**src/rtl/zjh_cmp_seq.sv**
```systemverilog
// Sequential NIBBLES x 4-bit magnitude comparator, one 74HC85 slice per clock, LSB nibble first.
// Optional ZJH_CMP_SIGNED_EN: two's-complement operands (top nibble bit 3 inverted).
module zjh_cmp_seq #(
    parameter int NIBBLES = 4
) (
    input  logic                 CLK,
    input  logic                 RST,
    input  logic                 START,
    input  logic [4*NIBBLES-1:0] A,
    input  logic [4*NIBBLES-1:0] B,
    input  logic                 IAGB,
    input  logic                 IASB,
    input  logic                 IAEB,
    output logic                 BUSY,
    output logic                 DONE,
    output logic                 QAGB,
    output logic                 QASB,
    output logic                 QAEB
);
    localparam int W  = 4 * NIBBLES;
    localparam int IW = (NIBBLES > 1) ? $clog2(NIBBLES) : 1;

    typedef enum logic {IDLE, RUN} state_t;

    state_t          state, state_nx;
    logic [IW-1:0]   idx;
    logic [W-1:0]    a_q, b_q;
    logic            g, s, e;
    logic            last, accept, finish;
    logic [3:0]      na, nb;
    logic            gt, lt, eq;
    logic            g_nx, s_nx, e_nx;

    assign last = (idx == IW'(NIBBLES - 1));
    assign BUSY = (state == RUN);

    always_ff @(posedge CLK or posedge RST) begin
        if (RST) state <= IDLE;
        else     state <= state_nx;
    end

    always_comb begin
        state_nx = state;
        accept   = 1'b0;
        finish   = 1'b0;
        unique case (state)
            IDLE: begin
                if (START) begin
                    accept   = 1'b1;
                    state_nx = RUN;
                end
            end
            RUN: begin
                if (last) begin
                    finish   = 1'b1;
                    state_nx = IDLE;
                end
            end
            default: state_nx = IDLE;
        endcase
    end

    // Operands shift right each step, so the current nibble is always [3:0].
    always_comb begin
        na = a_q[3:0];
        nb = b_q[3:0];
`ifdef ZJH_CMP_SIGNED_EN
        if (last) begin
            na[3] = ~a_q[3];
            nb[3] = ~b_q[3];
        end
`endif
        gt   = (na > nb);
        lt   = (na < nb);
        eq   = (na == nb);
        g_nx = gt | (eq & ~s & ~e);
        s_nx = lt | (eq & ~g & ~e);
        e_nx = eq & e;
    end

    always_ff @(posedge CLK or posedge RST) begin
        if (RST) begin
            idx  <= '0;
            a_q  <= '0;
            b_q  <= '0;
            g    <= 1'b0;
            s    <= 1'b0;
            e    <= 1'b0;
            DONE <= 1'b0;
            QAGB <= 1'b0;
            QASB <= 1'b0;
            QAEB <= 1'b0;
        end else begin
            DONE <= finish;
            if (accept) begin
                idx <= '0;
                a_q <= A;
                b_q <= B;
                g   <= IAGB;
                s   <= IASB;
                e   <= IAEB;
            end else if (state == RUN) begin
                idx <= idx + IW'(1);
                a_q <= a_q >> 4;
                b_q <= b_q >> 4;
                g   <= g_nx;
                s   <= s_nx;
                e   <= e_nx;
                if (finish) begin
                    QAGB <= g_nx;
                    QASB <= s_nx;
                    QAEB <= e_nx;
                end
            end
        end
    end
endmodule

```
**config.mk**
```make
export PLATFORM = sky130hd
export DESIGN_NAME = zjh_cmp_seq
export DESIGN_NICKNAME = d
export VERILOG_FILES = /design/src/rtl/zjh_cmp_seq.sv
export SDC_FILE = /design/constraint.sdc
export NUM_CORES = 1
export LEC_CHECK = 0
export BUFFER_PORTS_ARGS = -buffer_cell sky130_fd_sc_hd__buf_2
export CAP_MARGIN = 5
export CORE_ASPECT_RATIO = 1.4
export CORE_MARGIN = 8
export CORE_UTILIZATION = 50
export CTS_CLUSTER_DIAMETER = 30
export DETAILED_ROUTE_END_ITERATION = 16
export PLACE_DENSITY = 0.84
export SKIP_LAST_GASP = 1
export SYNTH_ARGS = -nofsm -noshare
export SYNTH_HDL_FRONTEND = slang
export SYNTH_SLANG_ARGS = --single-unit
```
**constraint.sdc**
```tcl
create_clock -name CLK -period 3.06 [get_ports CLK]
set_input_delay 0.612 -clock CLK [delete_from_list [all_inputs] [get_ports CLK]]
set_output_delay 0.612 -clock CLK [all_outputs]
set_load 0.01 [all_outputs]
```
Word-level counts from Yosys, hierarchy flattened
Cells that the tools add are included.
- reduce and logical (&&, ||, !) cells: 2
- bitwise logic cells: 12
- mux-type cells: 18
- div/mod/pow operators: 0
- order comparisons: 2
- equal/unequal tests: 2
- shifts and indexed selects: 0
- multipliers: 0
- $add $sub $neg: 1
- operator list (operator ; count):
    $mux W16 ; 4
    $mux W1 ; 11
    $and A1 B1 Y1 ; 5
    $not A1 Y1 ; 5
    $eq A4 B4 Y1 ; 1
    $gt A4 B4 Y1 ; 1
    $lt A4 B4 Y1 ; 1
    $mux W2 ; 2
    $reduce_and A3 Y1 ; 1
    $add A2 B1 Y2 const B ; 1
    $eq A2 B2 Y1 const B ; 1
    $or A1 B1 Y1 ; 2
    $pmux W1 S2 ; 1
    $reduce_bool A2 Y1 ; 1
- register bits: 42
- ROM bits: 0
- memories kept: 0
- latch bits: 0
- input bits: 38
- bits in writable memories: 0
- output and inout bits: 5
- logic and storage cells: 48

Logic depth before layout (Yosys ltp)
Gate-level depths: netlist of the first run.
- word-level depth: 6
- gate-level depth with buffers: 6
- depth with buffers taken out: 6

Worst setup path before layout of the first run
OpenSTA, ideal clock, no wires.
- path kind: register to register
- from: register a_q[2]
- to: register QAGB
- data arrival time: 1.298 ns
- library setup time: 0.125 ns
- period minus slack after synthesis: 1.423 ns
- required time: 2.935 ns
- setup slack: 1.637 ns
- path buffers: 0
- cell stages (with the launch flop): 6
- cell sequence: dfrtp_1 -> ha_1 -> o21a_1 -> o22ai_1 -> a31oi_1 -> mux2_2
- word-level cells in the longest chain between the ends: 4
- elaborated cells between the ends (all ways): 5
- those cells by class: order compare: 1; eq/ne: 1; bitwise: 3
- ends and longest elaborated chain (what ; RTL line ; text):
    from (decl) ; 27 ; logic [W-1:0] a_q, b_q;
    from (signal assigned) ; 104 ; a_q <= a_q >> 4;
    $eq A4 B4 Y1 ; 75 ; eq = (na == nb);
    $and A1 B1 Y1 (2 in a row) ; 76 ; g_nx = gt | (eq & ~s & ~e);
    $or A1 B1 Y1 * ; 76 ;
    to (signal assigned) ; 110 ; QAGB <= g_nx;
    to (decl) ; 16 ; output logic QAGB,
Mark *: on every way between the ends. The rest lies on a longest branch, timed or not.
A chain may end at the register's enable or synchronous reset.

Worst setup path after layout of the first run
- from: input port START
- to: register a_q[7]
- word-level cells in the longest chain between the ends: 3
- elaborated cells between the ends (all ways): 4
- those cells by class: mux: 3; reduce/logical: 1
- ends and longest elaborated chain (what ; RTL line ; text):
    from (decl) ; 8 ; input logic START,
    $mux W1 * ; 48 ; if (START) begin
    $mux W1 * ; 46 ; unique case (state)
    $mux W16 or $reduce_bool A2 Y1 (tied branches) ; n/a ;
Marked as above.

==> impl_metrics.ini, run 1 <==
[routing]
drt-initial-drc-count = 53
wirelength_mm = 4.00
postRouteAntennaNets = 0
viasPerCell = 5.28
via_count = 1436
drc = 0
avgRoutedWirePerCell_um = 14.7
firstDrtPassIters = 4

[pwr]
pwr-share-comb_pct = 31.8
p_int_uw = 1250
peakVddDrop_v = 0.000523
seqPwrFrac_pct = 45.4
p_sw_share_pct = 34.4
clockPowerShare_pct = 22.9
switchingPower_uw = 658
power_leakage_uw = 0.00118
p_per_area_nw_per_um2 = 829

[sta]
relSlewSlack_pct = 29.3
hold_viol = 0
finalSetupTns_ps = 0
final_max_slew_viol_count = 0
post-route-period-util_pct = 56.6
rsz0062_at_grt = no
max_freq_ghz = 0.577
hold_ws_ps = 430
tightest_slew_ps = 1050
setup_viol_count_final = 0
fin_crit_ps = 1730
skew_ps = 6.48

[yosys]
synth_seq_area_share_pct = 53.1
syn_nets = 231
syn_area_um2 = 1980
ys_ff_latch = 42
synth-edff-count = 0
synth-adder-area-share_pct = 3.16
ys_warn_count = 0
synth-compound-area-share_pct = 10.8
synthMuxAreaShare_pct = 18.3
syn_inst = 188
synth_xor_area_share_pct = 0
async_reset_ff_share_pct = 100
synth_ff_type = dfrtp_1
synth-simple-area-share_pct = 9.23
synth_top_family_by_area = multiplexers
syn_area_per_cell_um2 = 10.5
ys_types = 24

[critical_path]
required_ps = 3220
critPathKind = input pin to flop
r2r-start = a_q[3]$_DFFE_PP0P_
cp_max_fo = 33
startpoint_type = input pin
worstPathArrival_ps = 1900
cp-end-kind = flop
critPathLaunch = START

[grt]
grt_pass1_wl_mm = 7.00
grt_util_all_layers_pct = 13.4
antenna_found_initial = 0
overflow = 0
first_global_vias = 1540
grt_max_degree = 47

[final_layout]
syn2layout_area_growth_pct = 16.6
drive_above_1_share_pct = 24.0
nets = 271
antenna_cells = 0
fin_area_um2 = 2310
final_cells = 272

[clock_network]
cts_hold_buf = 0
cts_num_sinks = 42
cts_buffer_depth = 2
post_cts_resized = 0
htree_levels = 2
clock_tree.root_cell = clkbuf_8
numCtsBuffers = 5
post-cts-setup-buffers = 0
clkTransAtPathRegs_ps = 80
clk_latency_ps = 300
cts_tree = built

[placed_design]
port_buffers = 42
placed_cell_area_um2 = 2200
dp.cells = 264
place.gp.congestion = 0.783
hpwlAfterDp_mm = 2.92

[floorplanning]
die-width_um = 69.2
io_pins = 43
die_area_um2 = 6250
rows = 27
core-area_um2 = 3850
fp.dieH_um = 90.4
initial_core_util_pct = 51.4

[status]
run_status = completed

[min_path]
min_path_type = input pin to async pin

[flow_run]
cap_viol_max_count = 0
-- stage by stage --
step | total power (µW) | util (%) | setup slack (ps)
2_1_floorplan | 1320 | - | 1470
3_3_place_gp | 1450 | 57.1 | 1060
3_5_place_dp | 1490 | 57.1 | 1010
4_1_cts | 1920 | 59.9 | 1330
5_1_grt | 2060 | 59.9 | 1260
6_report | 1910 | 59.9 | 1330
-- worst max-delay path: stages --
cell	delay, ps
buf_2	680
buf_4	300
mux2i_1	190
o21ai_0	90
-- cell type report --
class / instances / area, µm²
flip-flops and latches: 42 / 1050
inverters: 10 / 37.5
clock buffers: 6 / 72.6
repair buffers: 45 / 233
clock inverters: 2 / 37.5
multi-input cells: 124 / 821
fillers: 344 / 1540
well taps: 43 / 53.8
-- layout by cell type, fill, tap and decap left out, types with 2 or more instances in the layout --
master and n:
a21oi_1 2, a31oi_1 3, buf_2 42, buf_4 3, clkbuf_8 5, dfrtp_1 41
ha_1 5, inv_1 9, mux2i_1 35, nand2_1 28, nor2_1 11, o21ai_0 28
o22ai_1 2
-- registers in the layout, indices dropped and copies added, names as in the netlist --
register and flops:
QAGB 1, QASB 1, b_q 16, QAEB 1
idx 2, DONE 1, s 1, e 1
BUSY 1, a_q 16, g 1
-- cells by family after synthesis --
family / after synthesis
AO/OA/AOI/OAI: 39
adder cells (fa/ha/maj): 5
buffers and inverters: 22
flip-flops: 42
multiplexers: 36
AND/OR/NAND/NOR: 44
-- power by group through the flow --
stage	Combinational [µW]	Clock, µW	Sequential [µW]
floorplan	484	0	837
global route	704	466	893
global placement	580	0	867
detailed placement	611	0	877
CTS	612	442	868
finish	607	438	867
-- layer usage --
metal	vias to the layer above	part of all wire [%]	global-route usage, %	wire length [µm]
li1	722	-	-	-
met1	680	41	14.8	1660
met2	28	52	22.9	2090
met3	6	4.3	3.52	172
met4	0	2.0	6.86	81
met5	-	0	0	0
-- cell usage after synthesis, types with 2 or more instances --
cell | n | area share, %
dfrtp_1 | 42 | 53
mux2i_1 | 35 | 18
nand2_1 | 28 | 5.3
o21ai_0 | 28 | 7.1
nor2_1 | 11 | 2.1
inv_1 | 10 | 1.9
clkbuf_1 | 7 | 1.3
ha_1 | 5 | 3.2
a31oi_1 | 3 | 0.95
a21oi_1 | 2 | 0.51
buf_4 | 2 | 0.76
buf_6 | 2 | 1.1
o22ai_1 | 2 | 0.63
-- final timing paths --
kind | to | slack [ps] | depth (start not counted)
min in group CLK | b_q[1]$_DFFE_PP0P_ | 490 | 2
min | a_q[12]$_DFFE_PP0P_ | 430 | 2
max reg2reg | QASB$_DFFE_PP0P_ | 1510 | 4
max in group asynchronous | a_q[1]$_DFFE_PP0P_ | 1960 | 3
max | a_q[7]$_DFFE_PP0P_ | 1330 | 4
min reg2reg | b_q[1]$_DFFE_PP0P_ | 490 | 2
(Power assumes the default switching activity.)
==> run 2, diff against run 1 <==
--- a/config.mk
+++ b/config.mk
@@ -5,14 +5,15 @@
 export SDC_FILE = /design/constraint.sdc
 export NUM_CORES = 1
 export LEC_CHECK = 0
+export ABC_AREA = 1
 export BUFFER_PORTS_ARGS = -buffer_cell sky130_fd_sc_hd__buf_2
 export CAP_MARGIN = 5
 export CORE_ASPECT_RATIO = 1.4
 export CORE_MARGIN = 8
-export CORE_UTILIZATION = 50
+export CORE_UTILIZATION = 48
 export CTS_CLUSTER_DIAMETER = 30
 export DETAILED_ROUTE_END_ITERATION = 16
-export PLACE_DENSITY = 0.84
+export PLACE_DENSITY = 0.85
 export SKIP_LAST_GASP = 1
 export SYNTH_ARGS = -nofsm -noshare
 export SYNTH_HDL_FRONTEND = slang
==> constraint.sdc (replaced) <==
create_clock -name CLK -period 1.55 [get_ports CLK]
set_input_delay 0.31 -clock CLK [delete_from_list [all_inputs] [get_ports CLK]]
set_output_delay 0.31 -clock CLK [all_outputs]
set_load 0.01 [all_outputs]
==> run 2 against run 1 <==
  * Setup slack got worse by 1300 ps
  * Wire length increased by 5.2%
  * Final area shrank 0.27%
  * Worst hold slack lost 310 ps
  * Final cell count grew 9.9%
  * Area after synthesis is 1.8% lower
  * Via count grew 8.1%
  * Flip-flop and latch count unchanged
  * Count of clock-buffer cells in the layout down 1
  * Clock skew rose by 0.74 ps
  * Non-clock buffer count up 3
  * Critical path depth fell by 2
  * Critical endpoint is now BUSY
  * Largest power group unchanged
==> impl_metrics.ini, run 2 <==
[grt]
first_global_vias = 1715
grt_util_all_layers_pct = 13.9
grt_pass1_wl_mm = 7.22
grt_max_degree = 43
overflow = 0
antenna_found_initial = 0

[pwr]
p_total_uw = 3920
p_per_area_nw_per_um2 = 1700
switchingPower_uw = 1430
power_leakage_uw = 0.00119
p_sw_share_pct = 36.4
clockPowerShare_pct = 21.7
seqPwrFrac_pct = 41.6
p_int_uw = 2490
peakVddDrop_v = 0.00116
pwr-share-comb_pct = 36.7

[yosys]
synth.top_cell.area_share_pct = 54.1
ys_warn_count = 0
synth.most_common_cell = nand2_1
ys_types = 20
synth-edff-count = 0
syn_inst = 209
synth_ff_type = dfrtp_1
synth_seq_area_share_pct = 54.1
ys_ff_latch = 42
ys_top_cells_by_area = dfrtp_1, nand2_1, inv_1
async_reset_ff_share_pct = 100
syn_area_per_cell_um2 = 9.30
netlist_top_cells_count = nand2_1, dfrtp_1, inv_1
syn_area_um2 = 1940
syn_nets = 252
yosysTopAreaCell = dfrtp_1

[sta]
max_freq_ghz = 0.664
setup_viol_count_final = 0
post-route-period-util_pct = 97.2
worst_slack_ps = 43.5
skew_ps = 7.22
final_max_slew_viol_count = 0
hold_viol = 0
relSlewSlack_pct = 65.8
finalSetupTns_ps = 0
fin_crit_ps = 1510
tightest_slew_ps = 514
rsz0062_at_grt = no

[critical_path]
startpoint_type = flop
r2r_setup_slack_ps = 160
cp-end-kind = primary output
cpMaxStageDelayCell = dfrtp_1
worstSetupEndpoint = BUSY
worst-path-buf-inv = 2
worstPathArrival_ps = 1200
reg2reg_to = g$_DFFE_PP0P_
worstPathCellList = buf_4, buf_2
required_ps = 1240
critPathLaunch = BUSY$_DFF_PP0_
cp.depth = 2
reg2regPathDepth = 7
cp_max_fo = 9
r2r-start = b_q[3]$_DFFE_PP0P_
cpPeakStageDelay_ps = 520
critPathKind = flop to primary output
crit_family = flip-flops

[clock_network]
cts_buffer_depth = 2
htree_levels = 2
post-cts-setup-buffers = 0
clkTransAtPathRegs_ps = 80
clock_tree.root_cell = clkbuf_8
clk_latency_ps = 300
cts_hold_buf = 0
cts_num_sinks = 42
cts_tree = built
numCtsBuffers = 5

[floorplanning]
die_area_um2 = 6370
io_pins = 43
rows = 27
initial_core_util_pct = 49.6
core-area_um2 = 3920
fp.dieH_um = 91.3
die-width_um = 69.8

[final_layout]
mostFrequentLayoutCells = nand2_1, dfrtp_1, buf_2, inv_1, o221ai_1
antenna_cells = 0
nets = 298
final_cells = 299
fillers = 364
multiInputGateArea_um2 = 681
seq_area_um2 = 1050
fin_area_um2 = 2300
top_regs = a_q: 16 flops, b_q: 16 flops, idx: 2 flops
layout_commonest_cell = nand2_1
syn2layout_area_growth_pct = 18.4
drive_above_1_share_pct = 26.6

[min_path]
min_path_type = input pin to async pin

[routing]
drt-initial-drc-count = 71
highest_layer = met4
drc = 0
wl_met3_um = 249
wl_met2_mm = 2.18
via_count = 1553
viasPerCell = 5.19
postRouteAntennaNets = 0
drt-met1-wl_mm = 1.67
wirelength_mm = 4.20
avgRoutedWirePerCell_um = 14.1
firstDrtPassIters = 4

[placed_design]
hpwlAfterDp_mm = 3.10
place_ws_ps = 152
placed_cell_area_um2 = 2190
port_buffers = 42
dp.cells = 291
place.gp.congestion = 0.895

[flow_run]
cap_viol_max_count = 0

[status]
run_status = completed
## run 2: cell types whose count changed after synthesis, sizes merged, moves of 3 or more
cell,before,now
inv,10,37
nand3,1,5
a31oi,3,0
mux2i,35,0
buf,5,8
o21ai,28,11
nor2,11,5
o221ai,0,13
o211ai,0,10
nand2,28,68
clkbuf,7,1
## run 2: cells by family (layout without fill, tap and decap cells)
group                    Yosys count  in the layout  share of synthesized area [%]
AO/OA/AOI/OAI                     38             38                           14.9
adder cells (fa/ha/maj)            5              5                           3.22
buffers and inverters             46             93                           11.0
flip-flops                        42             42                           54.1
AND/OR/NAND/NOR                   78             78                           16.7
## run 2: routing by layer
layer	GRT usage (%)	up-vias
li1	-	761
met1	13.6	736
met2	24.8	47
met3	4.36	9
met4	8.24	0
met5	0	-
## run 2: worst min-delay path, cell delays in order
cell,delay [ps]
buf_2,90
inv_1,40
buf_4,430
## run 2: how the worst min path moves through the flow
| stage | from | cells past startpoint | to |
|---|---|---|---|
| finish | RST | 3 | b_q[1]$_DFFE_PP0P_ |
| global route | RST | 3 | a_q[7]$_DFFE_PP0P_ |
| CTS | RST | 3 | a_q[7]$_DFFE_PP0P_ |
| detailed placement | QASB$_DFFE_PP0P_ | 2 | QASB$_DFFE_PP0P_ |
| global placement | RST | 3 | s$_DFFE_PP0P_ |
| floorplan | IAEB | 2 | e$_DFFE_PP0P_ |
## run 2: repair_timing
action / CTS / global route
setup endpoints to repair: 0 / 1
hold endpoints to repair: 0 / 0
resized for setup: 0 / 1
## run 2: through the flow
| stage | hold WS (ps) | utilization [%] |
|---|---|---|
| detailed placement | 460 | 55.9 |
| finish | 116 | 58.7 |
| CTS | 143 | 58.7 |
| floorplan | 427 | - |
| global placement | 460 | 55.9 |
| global route | 176 | 58.7 |
## run 2: cell type report
class / count / area share (%)
Inverter: 37 / 6.04
Sequential cell: 42 / 45.7
Clock inverter: 3 / 1.74
Timing Repair Buffer: 48 / 11.6
Clock buffer: 5 / 2.99
Multi-Input combinational cell: 121 / 29.6
Tap cell: 43 / 2.34
## run 2: power by group through the flow
stage               Clock, µW  Sequential, µW  Combinational (µW)
floorplan                   0            1620                1060
global route              905            1670                1630
finish                    851            1630                1440
CTS                       874            1630                1430
detailed placement          0            1650                1420
global placement            0            1620                1350
==> run 3, diff against run 2 <==
--- a/config.mk
+++ b/config.mk
@@ -10,10 +10,11 @@
 export CAP_MARGIN = 5
 export CORE_ASPECT_RATIO = 1.4
 export CORE_MARGIN = 8
-export CORE_UTILIZATION = 48
+export CORE_UTILIZATION = 50
 export CTS_CLUSTER_DIAMETER = 30
+export CTS_CLUSTER_SIZE = 12
 export DETAILED_ROUTE_END_ITERATION = 16
-export PLACE_DENSITY = 0.85
+export PLACE_DENSITY = 0.84
 export SKIP_LAST_GASP = 1
 export SYNTH_ARGS = -nofsm -noshare
 export SYNTH_HDL_FRONTEND = slang
==> constraint.sdc (replaced) <==
create_clock -name CLK -period 1.5 [get_ports CLK]
set_input_delay 0.3 -clock CLK [delete_from_list [all_inputs] [get_ports CLK]]
set_output_delay 0.3 -clock CLK [all_outputs]
set_load 0.01 [all_outputs]
==> run 3 against run 2 <==
  * Combinational power barely moved
  * Global-route usage is 0.40 points higher
  * Die area down 3.2%
  * Sequential share of layout area fell by 0.49 points
  * Final cell count decreased by 0.33%
==> impl_metrics.ini, run 3 (synthesis results as in run 2) <==
[status]
run_status = completed

[clock_network]
cts_buffer_depth = 2
clkTransAtPathRegs_ps = 80
clk_latency_ps = 290
cts_num_sinks = 42
numCtsBuffers = 5
clock_tree.root_cell = clkbuf_8
htree_levels = 2
cts_tree = built

[pwr]
switchingPower_uw = 1450
clockPowerShare_pct = 25.8
p_per_area_nw_per_um2 = 1820
pwr-share-comb_pct = 34.7
power_leakage_uw = 0.00119
p_total_uw = 4240
p_sw_share_pct = 34.2
p_int_uw = 2790
peakVddDrop_v = 0.00107
seqPwrFrac_pct = 39.6

[critical_path]
required_ps = 1200
startpoint_type = flop
reg2reg_to = g$_DFFE_PP0P_
cpPeakStageDelay_ps = 460
cp-end-kind = primary output
critPathLaunch = BUSY$_DFF_PP0_
cpMaxStageDelayCell = dfrtp_2
reg2regPathDepth = 7
critPathKind = flop to primary output
r2r-start = a_q[3]$_DFFE_PP0P_
worstSetupEndpoint = BUSY
worstPathCellList = buf_4, buf_2
cp_max_fo = 9
worstPathArrival_ps = 1090
r2r_setup_slack_ps = 170

[floorplanning]
die-width_um = 68.7
core-area_um2 = 3820
fp.dieH_um = 89.8
initial_core_util_pct = 50.9
rows = 27
io_pins = 43
die_area_um2 = 6170

[sta]
hold_viol = 0
rsz0062_at_grt = no
final_max_slew_viol_count = 0
relSlewSlack_pct = 66.0
post-route-period-util_pct = 92.4
fin_crit_ps = 1390
setup_viol_count_final = 0
skew_ps = 3.87
finalSetupTns_ps = 0
tightest_slew_ps = 510
max_freq_ghz = 0.722

[min_path]
min_path_type = input pin to async pin

[grt]
first_global_vias = 1608
grt_max_degree = 43
grt_util_all_layers_pct = 14.3
antenna_found_initial = 0
grt_pass1_wl_mm = 6.97
overflow = 0

[final_layout]
nets = 297
top_regs = a_q: 16 flops, b_q: 16 flops, idx: 2 flops
syn2layout_area_growth_pct = 19.8
seq_area_um2 = 1050
fillers = 349
antenna_cells = 0
layout_commonest_cell = nand2_1
multiInputGateArea_um2 = 681
drive_above_1_share_pct = 26.7
mostFrequentLayoutCells = nand2_1, buf_2, dfrtp_1, inv_1, o221ai_1

[routing]
wirelength_mm = 4.05
avgRoutedWirePerCell_um = 13.6
viasPerCell = 5.12
firstDrtPassIters = 5
postRouteAntennaNets = 0
drt-initial-drc-count = 54
drc = 0
via_count = 1525

[placed_design]
port_buffers = 42
hpwlAfterDp_mm = 2.96
place.gp.congestion = 0.897

[flow_run]
cap_viol_max_count = 0
==> run 3: changes by cell type in the layout (fill, tap and decap cells not counted) <==
| cell | change |
|---|---|
| dfrtp_2 | +1 |
| clkbuf_8 | +1 |
| dfrtp_1 | -1 |
| bufinv_16 | +1 |
| buf_4 | -1 |
| clkinv_2 | -2 |
==> run 3: power groups by stage <==
stage / Combinational [µW] / Clock (µW) / Sequential [µW]
2_1_floorplan: 1100 / 0 / 1680
3_3_place_gp: 1390 / 0 / 1690
3_5_place_dp: 1440 / 0 / 1700
4_1_cts: 1470 / 1120 / 1680
5_1_grt: 1670 / 1150 / 1720
6_report: 1470 / 1090 / 1680
==> run 3: per-stage QoR <==
| stage | worst slack (ps) | utilization (%) | hold WS (ps) | area, µm² | cells |
|---|---|---|---|---|---|
| finish | 114 | 61.0 | 120 | 2330 | 298 |
| global route | 70.0 | 61.0 | 168 | 2330 | 298 |
| CTS | 35.8 | 60.9 | 136 | 2320 | 298 |
| detailed placement | 132 | 57.2 | 457 | 2180 | 290 |
| global placement | 183 | 57.2 | 449 | 2180 | 290 |
| floorplan | 226 | - | 417 | 1940 | 209 |
==> run 3: critical path, delay by kind of cell, from the launching register on <==
| family | cells | cell delay, ps |
|---|---|---|
| buffers and inverters | 2 | 330 |
| DFF | 1 | 460 |
==> run 3: layout make-up <==
class,count,area share [%]
Sequential cell,42,45.2
Multi-Input combinational cell,121,29.2
Timing Repair Buffer,47,11.2
Inverter,37,5.96
Clock buffer,6,3.55
Clock inverter,2,2.58
Tap cell,43,2.31
==> run 3: per-layer routing <==
metal | GRT usage [%] | up-vias | wire length, µm | share of wire (%)
li1 | - | 757 | - | -
met1 | 17.1 | 724 | 1750 | 43
met2 | 23.2 | 38 | 2000 | 49
met3 | 3.60 | 6 | 239 | 5.9
met4 | 5.66 | 0 | 62 | 1.5
met5 | 0 | - | 0 | 0
==> run 3: worst min-delay path by stage <==
stage | start | to | slack [ps] | cells past startpoint
6_report | RST | s$_DFFE_PP0P_ | 120 | 3
5_1_grt | RST | s$_DFFE_PP0P_ | 170 | 3
4_1_cts | RST | a_q[13]$_DFFE_PP0P_ | 140 | 3
3_5_place_dp | RST | s$_DFFE_PP0P_ | 460 | 3
3_3_place_gp | RST | a_q[5]$_DFFE_PP0P_ | 450 | 3
2_1_floorplan | IAEB | e$_DFFE_PP0P_ | 420 | 2
==> run 3: what timing repair did <==
item	4_1_cts	5_1_grt
hold buffers	0	0
gates resized for setup	0	2
buffers inserted	0	0
endpoints found under the setup margin	0	2
